File: src/rtl/pipearch_csr_dispatch.sv
// rtl/pipearch_csr_dispatch.sv - CSR staging, doorbell commit queue and engine command dispatch
// Optional watchdog: define PIPEARCH_CSR_DISPATCH_TIMEOUT_EN to abandon stalled commands.
module pipearch_csr_dispatch #(
    parameter int NUM_CSRS         = 4,
    parameter int NUM_ENGINES      = 2,
    parameter int DATA_WIDTH       = 64,
    parameter int QUEUE_DEPTH_LOG2 = 3,
    parameter int TIMEOUT_CYCLES   = 1024
) (
    input  logic                           clk,
    input  logic                           reset,
    input  logic [NUM_CSRS-1:0]            csr_wr_en,
    input  logic [NUM_CSRS*DATA_WIDTH-1:0] csr_wr_data,
    output logic [NUM_ENGINES-1:0]         cmd_valid,
    input  logic [NUM_ENGINES-1:0]         cmd_ready,
    output logic [NUM_CSRS*DATA_WIDTH-1:0] cmd_data,
    output logic [QUEUE_DEPTH_LOG2:0]      queue_count,
    output logic                           queue_full,
    output logic [15:0]                    drop_count,
    output logic [15:0]                    bad_target_count,
    output logic [15:0]                    timeout_count
);

    localparam int CMD_W = NUM_CSRS * DATA_WIDTH;
    localparam int DEPTH = 1 << QUEUE_DEPTH_LOG2;
    localparam int DB    = NUM_CSRS - 1;
    localparam logic [QUEUE_DEPTH_LOG2:0] DEPTH_CNT = {1'b1, {QUEUE_DEPTH_LOG2{1'b0}}};

    typedef enum logic {
        S_IDLE,
        S_ISSUE
    } state_t;

    state_t                      state_q, state_d;
    logic [DATA_WIDTH-1:0]       staging [NUM_CSRS-1];
    logic [CMD_W-1:0]            queue_mem [DEPTH];
    logic [QUEUE_DEPTH_LOG2-1:0] wr_ptr, rd_ptr;
    logic [QUEUE_DEPTH_LOG2:0]   count_q;
    logic [CMD_W-1:0]            commit_entry;
    logic [CMD_W-1:0]            head;
    logic [7:0]                  head_target;
    logic                        head_target_ok;
    logic [NUM_ENGINES-1:0]      head_mask;
    logic [NUM_ENGINES-1:0]      mask_q, done_q, done_next, handshake;
    logic                        doorbell, full, push, pop, load_cmd, bad_pop;
    logic                        all_done, timer_hit, timeout_fire;
    logic [CMD_W-1:0]            cmd_data_q;

    assign doorbell    = csr_wr_en[DB];
    assign full        = (count_q == DEPTH_CNT);
    assign push        = doorbell && !full;
    assign head        = queue_mem[rd_ptr];
    assign head_target = head[DB*DATA_WIDTH +: 8];
    assign head_target_ok = (head_target == 8'hFF) || (int'(head_target) < NUM_ENGINES);

    assign cmd_valid   = (state_q == S_ISSUE) ? (mask_q & ~done_q) : '0;
    assign handshake   = cmd_valid & cmd_ready;
    assign done_next   = done_q | handshake;
    assign all_done    = ((mask_q & ~done_next) == '0);

    assign cmd_data    = cmd_data_q;
    assign queue_count = count_q;
    assign queue_full  = full;

    // Build the committed entry; same-cycle staging writes bypass the shadow registers
    always_comb begin
        commit_entry = '0;
        for (int i = 0; i < NUM_CSRS - 1; i++) begin
            commit_entry[i*DATA_WIDTH +: DATA_WIDTH] =
                csr_wr_en[i] ? csr_wr_data[i*DATA_WIDTH +: DATA_WIDTH] : staging[i];
        end
        commit_entry[DB*DATA_WIDTH +: DATA_WIDTH] = csr_wr_data[DB*DATA_WIDTH +: DATA_WIDTH];
    end

    // Decode the head target into an engine mask (0xFF broadcasts)
    always_comb begin
        head_mask = '0;
        for (int k = 0; k < NUM_ENGINES; k++) begin
            head_mask[k] = (head_target == 8'hFF) || (int'(head_target) == k);
        end
    end

`ifdef PIPEARCH_CSR_DISPATCH_TIMEOUT_EN
    localparam int TW = $clog2(TIMEOUT_CYCLES + 1);
    logic [TW-1:0] timer_q;

    assign timer_hit = (timer_q >= TW'(TIMEOUT_CYCLES - 1));

    // Count cycles spent in ISSUE; restarts whenever a new command is loaded
    always_ff @(posedge clk) begin
        if (reset) begin
            timer_q <= '0;
        end else if (load_cmd) begin
            timer_q <= '0;
        end else if (state_q == S_ISSUE && !timer_hit) begin
            timer_q <= timer_q + 1'b1;
        end
    end

    // Saturating count of abandoned commands
    always_ff @(posedge clk) begin
        if (reset) begin
            timeout_count <= '0;
        end else if (timeout_fire && timeout_count != 16'hFFFF) begin
            timeout_count <= timeout_count + 16'd1;
        end
    end
`else
    assign timer_hit     = 1'b0;
    assign timeout_count = '0;
`endif

    // Dispatch FSM state register
    always_ff @(posedge clk) begin
        if (reset) begin
            state_q <= S_IDLE;
        end else begin
            state_q <= state_d;
        end
    end

    // Next state: pop in IDLE, finish ISSUE when every targeted engine accepted;
    // a handshake in the watchdog cycle suppresses the abandon
    always_comb begin
        state_d      = state_q;
        pop          = 1'b0;
        load_cmd     = 1'b0;
        bad_pop      = 1'b0;
        timeout_fire = 1'b0;
        case (state_q)
            S_IDLE: begin
                if (count_q != '0) begin
                    pop = 1'b1;
                    if (head_target_ok) begin
                        load_cmd = 1'b1;
                        state_d  = S_ISSUE;
                    end else begin
                        bad_pop = 1'b1;
                    end
                end
            end
            S_ISSUE: begin
                if (all_done) begin
                    state_d = S_IDLE;
                end else if (timer_hit && handshake == '0) begin
                    timeout_fire = 1'b1;
                    state_d      = S_IDLE;
                end
            end
            default: state_d = S_IDLE;
        endcase
    end

    // Queue storage; contents need no reset since pointers qualify them
    always_ff @(posedge clk) begin
        if (push) begin
            queue_mem[wr_ptr] <= commit_entry;
        end
    end

    // Staging, queue pointers, issued command, done tracking and event counters
    always_ff @(posedge clk) begin
        if (reset) begin
            for (int i = 0; i < NUM_CSRS - 1; i++) begin
                staging[i] <= '0;
            end
            wr_ptr           <= '0;
            rd_ptr           <= '0;
            count_q          <= '0;
            cmd_data_q       <= '0;
            mask_q           <= '0;
            done_q           <= '0;
            drop_count       <= '0;
            bad_target_count <= '0;
        end else begin
            for (int i = 0; i < NUM_CSRS - 1; i++) begin
                if (csr_wr_en[i]) begin
                    staging[i] <= csr_wr_data[i*DATA_WIDTH +: DATA_WIDTH];
                end
            end
            if (push) begin
                wr_ptr <= wr_ptr + 1'b1;
            end
            if (pop) begin
                rd_ptr <= rd_ptr + 1'b1;
            end
            case ({push, pop})
                2'b10:   count_q <= count_q + 1'b1;
                2'b01:   count_q <= count_q - 1'b1;
                default: count_q <= count_q;
            endcase
            if (load_cmd) begin
                cmd_data_q <= head;
                mask_q     <= head_mask;
                done_q     <= '0;
            end else if (state_q == S_ISSUE) begin
                done_q <= done_next;
            end
            if (doorbell && full && drop_count != 16'hFFFF) begin
                drop_count <= drop_count + 16'd1;
            end
            if (bad_pop && bad_target_count != 16'hFFFF) begin
                bad_target_count <= bad_target_count + 16'd1;
            end
        end
    end

endmodule

File: config.mk
export PLATFORM = sky130hd
export DESIGN_NAME = pipearch_csr_dispatch
export DESIGN_NICKNAME = d
export VERILOG_FILES = /design/src/rtl/pipearch_csr_dispatch.sv
export SDC_FILE = /design/constraint.sdc
export NUM_CORES = 2
export LEC_CHECK = 0
export ABC_AREA = 1
export BUFFER_PORTS_ARGS = -buffer_cell sky130_fd_sc_hd__buf_4
export CAP_MARGIN = 10
export CORE_MARGIN = 2
export CORE_UTILIZATION = 37
export CTS_BUF_LIST = sky130_fd_sc_hd__clkbuf_16
export DETAILED_ROUTE_END_ITERATION = 8
export PLACE_DENSITY = 0.62
export SLEW_MARGIN = 20
export SYNTH_ARGS = -nofsm -noshare
export SYNTH_HDL_FRONTEND = slang
export SYNTH_SLANG_ARGS = --single-unit
File: constraint.sdc
create_clock -name clk -period 33.5 [get_ports clk]
set_input_delay 3.35 -clock clk [delete_from_list [all_inputs] [get_ports clk]]
set_output_delay 3.35 -clock clk [all_outputs]
set_load 0.01 [all_outputs]
# Yosys cells after proc, flatten, opt, wreduce, memory -nomap -nowiden
# Memory sizes are Yosys's and may differ from the RTL's. A register that Yosys moved wholly into a read port is not among the register bits.
# Index checks and enable logic that the tools add are counted.
dict set report word_totals {
  regBits 303
  ramBits 2240
  inputBits 264
  output_inout_bits 311
  wordCells 81
  n_memories 2
}
# memory words word_bits rd rd_ports_with_merged_regs write_ports line_no
set memory_table {}
lappend memory_table {queue_mem 8 256 1 1 1 36} ;# logic [CMD_W-1:0] queue_mem [DEPTH];
lappend memory_table {staging 3 64 3 0 3 35} ;# logic [DATA_WIDTH-1:0] staging [NUM_CSRS-1];
dict set report classes {
  add_sub_neg 6
  order_cmp 1
  n_eq_ne 7
  mux 33
  n_bitwise 10
  reduce_logical 13
}
# operator count
set op_table {}
lappend op_table {{$mux 64} 6}
lappend op_table {{$add 16x1->16 const B} 2}
lappend op_table {{$ne 16x16->1 const B} 2}
lappend op_table {{$mux 1} 22}
lappend op_table {{$eq 8x2->1 const B} 1}
lappend op_table {{$eq 8x8->1 const B} 1}
lappend op_table {{$logic_not 8->1} 1}
lappend op_table {{$lt 8x2->1 const B} 1}
lappend op_table {{$pmux 4 s2} 1}
lappend op_table {{$add 3x1->3 const B} 2}
lappend op_table {{$and 2x2->2} 3}
lappend op_table {{$mux 3} 2}
lappend op_table {{$add 4x1->4 const B} 1}
lappend op_table {{$eq 4x4->1 const B} 1}
lappend op_table {{$logic_and 1x1->1} 4}
lappend op_table {{$not 2->2} 2}
lappend op_table {{$reduce_bool 4->1} 1}
lappend op_table {{$sub 4x1->4 const B} 1}
lappend op_table {{$logic_or 1x1->1} 3}
lappend op_table {{$or 1x1->1} 3}
lappend op_table {{$eq 2x1->1 const B} 1}
lappend op_table {{$eq 2x2->1 const B} 1}
lappend op_table {{$logic_not 2->1} 1}
lappend op_table {{$mux 2} 1}
lappend op_table {{6 further kinds} 6}

# Logic depth before layout (Yosys ltp)
dict set report logic_depth {
  ltp_word 10
  ltp_mapped 20
  depth_no_buf 16
}

# Least setup slack after synthesis
# Ideal clock, no wire load.
dict set report synth_path {
  path_kind {in2reg}
  start {input csr_wr_en[3]}
  end {memory queue_mem[1][0] in the netlist's numbering, enable pin}
  setup_ns 0.877
  arrival_ns 14.504
  required_ns 32.623
  path_slack_ns 18.120
  cell_stages 6
  path_buffers 0
  path_cell_list {inv_1 > nor2_1 > inv_1 > nor2_1 > inv_1 > nor2_1}
}
dict set report synth_between {
  elab_chain_cells 3
}
# element line_no
set synth_rtl {}
lappend synth_rtl {{from (decl)} 12} ;# input logic [NUM_CSRS-1:0] csr_wr_en,
lappend synth_rtl {{$logic_and 1x1->1} 51} ;# assign push = doorbell && !full;
lappend synth_rtl {{$mux 1} 156} ;# if (push) begin
lappend synth_rtl {{$mux 1 (not written as such)} 157} ;# queue_mem[wr_ptr] <= commit_entry;
lappend synth_rtl {{to (decl)} 36}
# No other way between the ends.

# Worst setup path in the final report
dict set report layout_path {
  start {input csr_wr_en[3]}
  end {memory queue_mem[4][83] in the netlist's numbering, enable pin}
}
# The elaborated chain is that of the path after synthesis.

==> metrics <==
PortBufs=558; net switching power=approximately 2800 µW; drt initial violations=6300; Flop pwr share=0.428; most common cell in the netlist=edfxtp_1; post-CTS setup buffers=0; setup TNS=0 ns; Crit. End Element=register; outcome=complete, no violations; Crit Path Max Fanout=51; Synth area leaders=edfxtp_1 67%, nand2_1 6.4%, dfxtp_1 6.1%; VDD IR max=0.0000746 V; Worst Path Arrival=7.47 ns; later-pin clock latency in the skew report=0.86 ns; TritonCTS Sinks=2546; dpl cells=12200; actual slew at the worst max-slew pin=1.26 ns; Int Power=between 5000 and 6000 µW; min Tclk post-route=approximately 7.0 ns; hold_buf cts=0; Yosys cell types=37; GRT Util Overall=0.191; Non-Filler Instances=12700; fin crit share=0.210; number of global-route vias before repair=63900; cell area power density=75.6 nW/µm²; hold depth=2; max-slew violation count=0; Yosys top cell area share=0.674; Worst slew margin=0.160; Syn-to-layout area delta=16.0%; CTS Buffer Depth=4; Setup CP Type=in -> reg; Final HPWL DP=roughly 150000 µm; FP Rows=190; CP Launch Type=primary input; max_cap viols=0; antenna-violating nets left=0; DR WL/cell=roughly 21 µm; switching fraction of total power=0.322; Most used DFF post-synth=edfxtp_1; Initial Util=0.372; layout cells sized above 1=0.117; register area share after synthesis=0.736; global-route wire length before repair=399000 µm; Yosys warnings=0; First-pass DRT Iterations=6; pin count of the biggest net entering global routing=245; Vias/cell=5.24; number of synthesized register bits=2546; FF-to-FF End=cmd_data[14]; vias=between 60000 and 70000; DRC errors left=0; Reg clk slew, reported paths=0.05 ns; die area=274000 µm²; hold_sp=rd_ptr[2]; cts repair resizes=0; Core Area=268000 µm²; Syn Inst Count=8575; worst hold path type=reg -> reg; Avg Inst Size Synth=11.6 µm²; H-tree levels=5; final hold vios=0; Setup Skew=0.0752 ns; worst endpoint required time=33.93 ns; Clock Power Share=0.333; Async SR Flop Fraction=0; static leakage=0.0420 µW; cell taking the most area after synthesis=edfxtp_1; clock root buffer=clkbuf_16; Final Routed Wirelength=~270000 µm; Post-synth EDFFs=2240; antenna violations before repair=22; worst hold margin=0.458 ns; I/O Pins=roughly 580; Inserted Clock Buffers=278; Die H=523 µm; CTS tree=done; GPL Wtd Cong=0.821; FF-to-FF path depth=17; combinational fraction of design power=0.238; Nets=9216; Netlist Area Pre-Place=99800 µm²; R2R Setup Slk=28.13 ns; RSZ-0062 raised after global routing=no; Final Setup Violations=0; GR Overflow Total=0; Fmax achieved=142 MHz; Die X=approximately 520 µm; top post-synthesis cells by count=2240 x edfxtp_1, 1706 x nand2_1, 1345 x nor2_1
[flip-flops by register name, summed over array words and instances (netlist names), named ones only]
signal	flops
staging	192
cmd_data	256
mask_q	2
state_q	1
rd_ptr	3
done_q	2
drop_count	16
wr_ptr	3
bad_target_count	16
queue_mem	2048
queue_count	4
[cell families (layout without fill, tap and decap cells)]
kind of cell | after synthesis | count (layout) | share of synthesized area
adders and majority gates | 8 | 8 | 0.00108
DFF | 2546 | 2546 | 0.736
buffers and inverters | 875 | 1440 | 0.0366
and+or+nand+nor | 3730 | 3730 | 0.149
xor gates and xnor gates | 16 | 16 | 0.00140
AOI/OAI and AO/OA | 1399 | 1399 | 0.0759
other | 1 | 24 | 0.0000376
[worst max-delay path, cell delays in order]
cell and delay [ns]:
buf_4 0.08, inv_1 0.05, nor2_1 0.48, nand2_1 0.40
nor2_4 0.68, buf_4 0.80, buf_4 0.72, buf_4 0.75
[cells in the final DEF (no fill, tap or decap), types with 4 or more instances in the layout]
cell type	n
edfxtp_1	2240
nor2_1	1337
o22ai_1	225
buf_4	625
clkbuf_16	283
o221a_2	28
a31oi_1	29
clkinv_8	11
dfxtp_1	303
diode_2	8
inv_4	4
ha_1	7
xnor2_1	5
nand2_1	1703
nor3_1	15
o21ai_1	15
inv_16	4
buf_12	13
nor2_4	8
inv_1	366
clkinvlp_4	6
conb_1	16
o221ai_1	18
nor3b_1	4
nand3_1	644
xor2_1	11
clkinv_1	51
nand4_1	8
bufinv_16	19
clkinv_2	36
a21oi_1	67
o21ai_0	1013
inv_6	7
[metal layers]
metal	vias up	routed length, µm	GRT usage	share of wire
met1	32800	119000	0.269	0.44
met3	402	20100	0.0285	0.074
met2	2694	125000	0.306	0.46
met5	-	76	0	0.00028
met4	12	6990	0.0556	0.026
li1	30700	-	-	-
[per-stage QoR]
stage	utilization	power, µW	area, µm²	worst slack (ns)
CTS	0.431	8800	116000	26.50
finish	0.432	8750	116000	26.46
floorplan	-	5210	99800	18.12
global route	0.431	9160	116000	26.25
detailed placement	0.399	5880	107000	25.65
global placement	0.399	5840	107000	25.67
[power groups by stage]
stage | registers, µW | logic (µW) | clock network (µW)
after floorplan | 3850 | 1360 | 0
after global placement | 3810 | 2030 | 0
after detailed placement | 3820 | 2070 | 0
after CTS | 3750 | 2080 | 2970
after global routing | 3770 | 2310 | 3090
final | 3750 | 2080 | 2920
[how the worst max path moves through the flow]
| stage | startpoint | end | slack (ns) | depth (start not counted) |
|---|---|---|---|---|
| floorplan | csr_wr_en[3] | queue_mem[1][0] | 18.12 | 6 |
| global placement | csr_wr_en[3] | queue_mem[6][70] | 25.67 | 9 |
| detailed placement | csr_wr_en[3] | queue_mem[6][70] | 25.65 | 9 |
| CTS | csr_wr_en[3] | queue_mem[6][76] | 26.50 | 9 |
| global route | csr_wr_en[3] | queue_mem[6][74] | 26.25 | 9 |
| finish | csr_wr_en[3] | queue_mem[4][83] | 26.46 | 8 |
[cell type report]
type	instances	area [µm²]
fillers	24600	152000
flip-flops and latches	2546	73400
multi-input cells	5169	22900
clock buffers	283	7080
repair buffers	643	5040
well taps	3552	4440
clock inverters	208	1630
inverters	306	1220
diodes	8	20.0
Note: power is estimated with default switching activity, not from simulation.
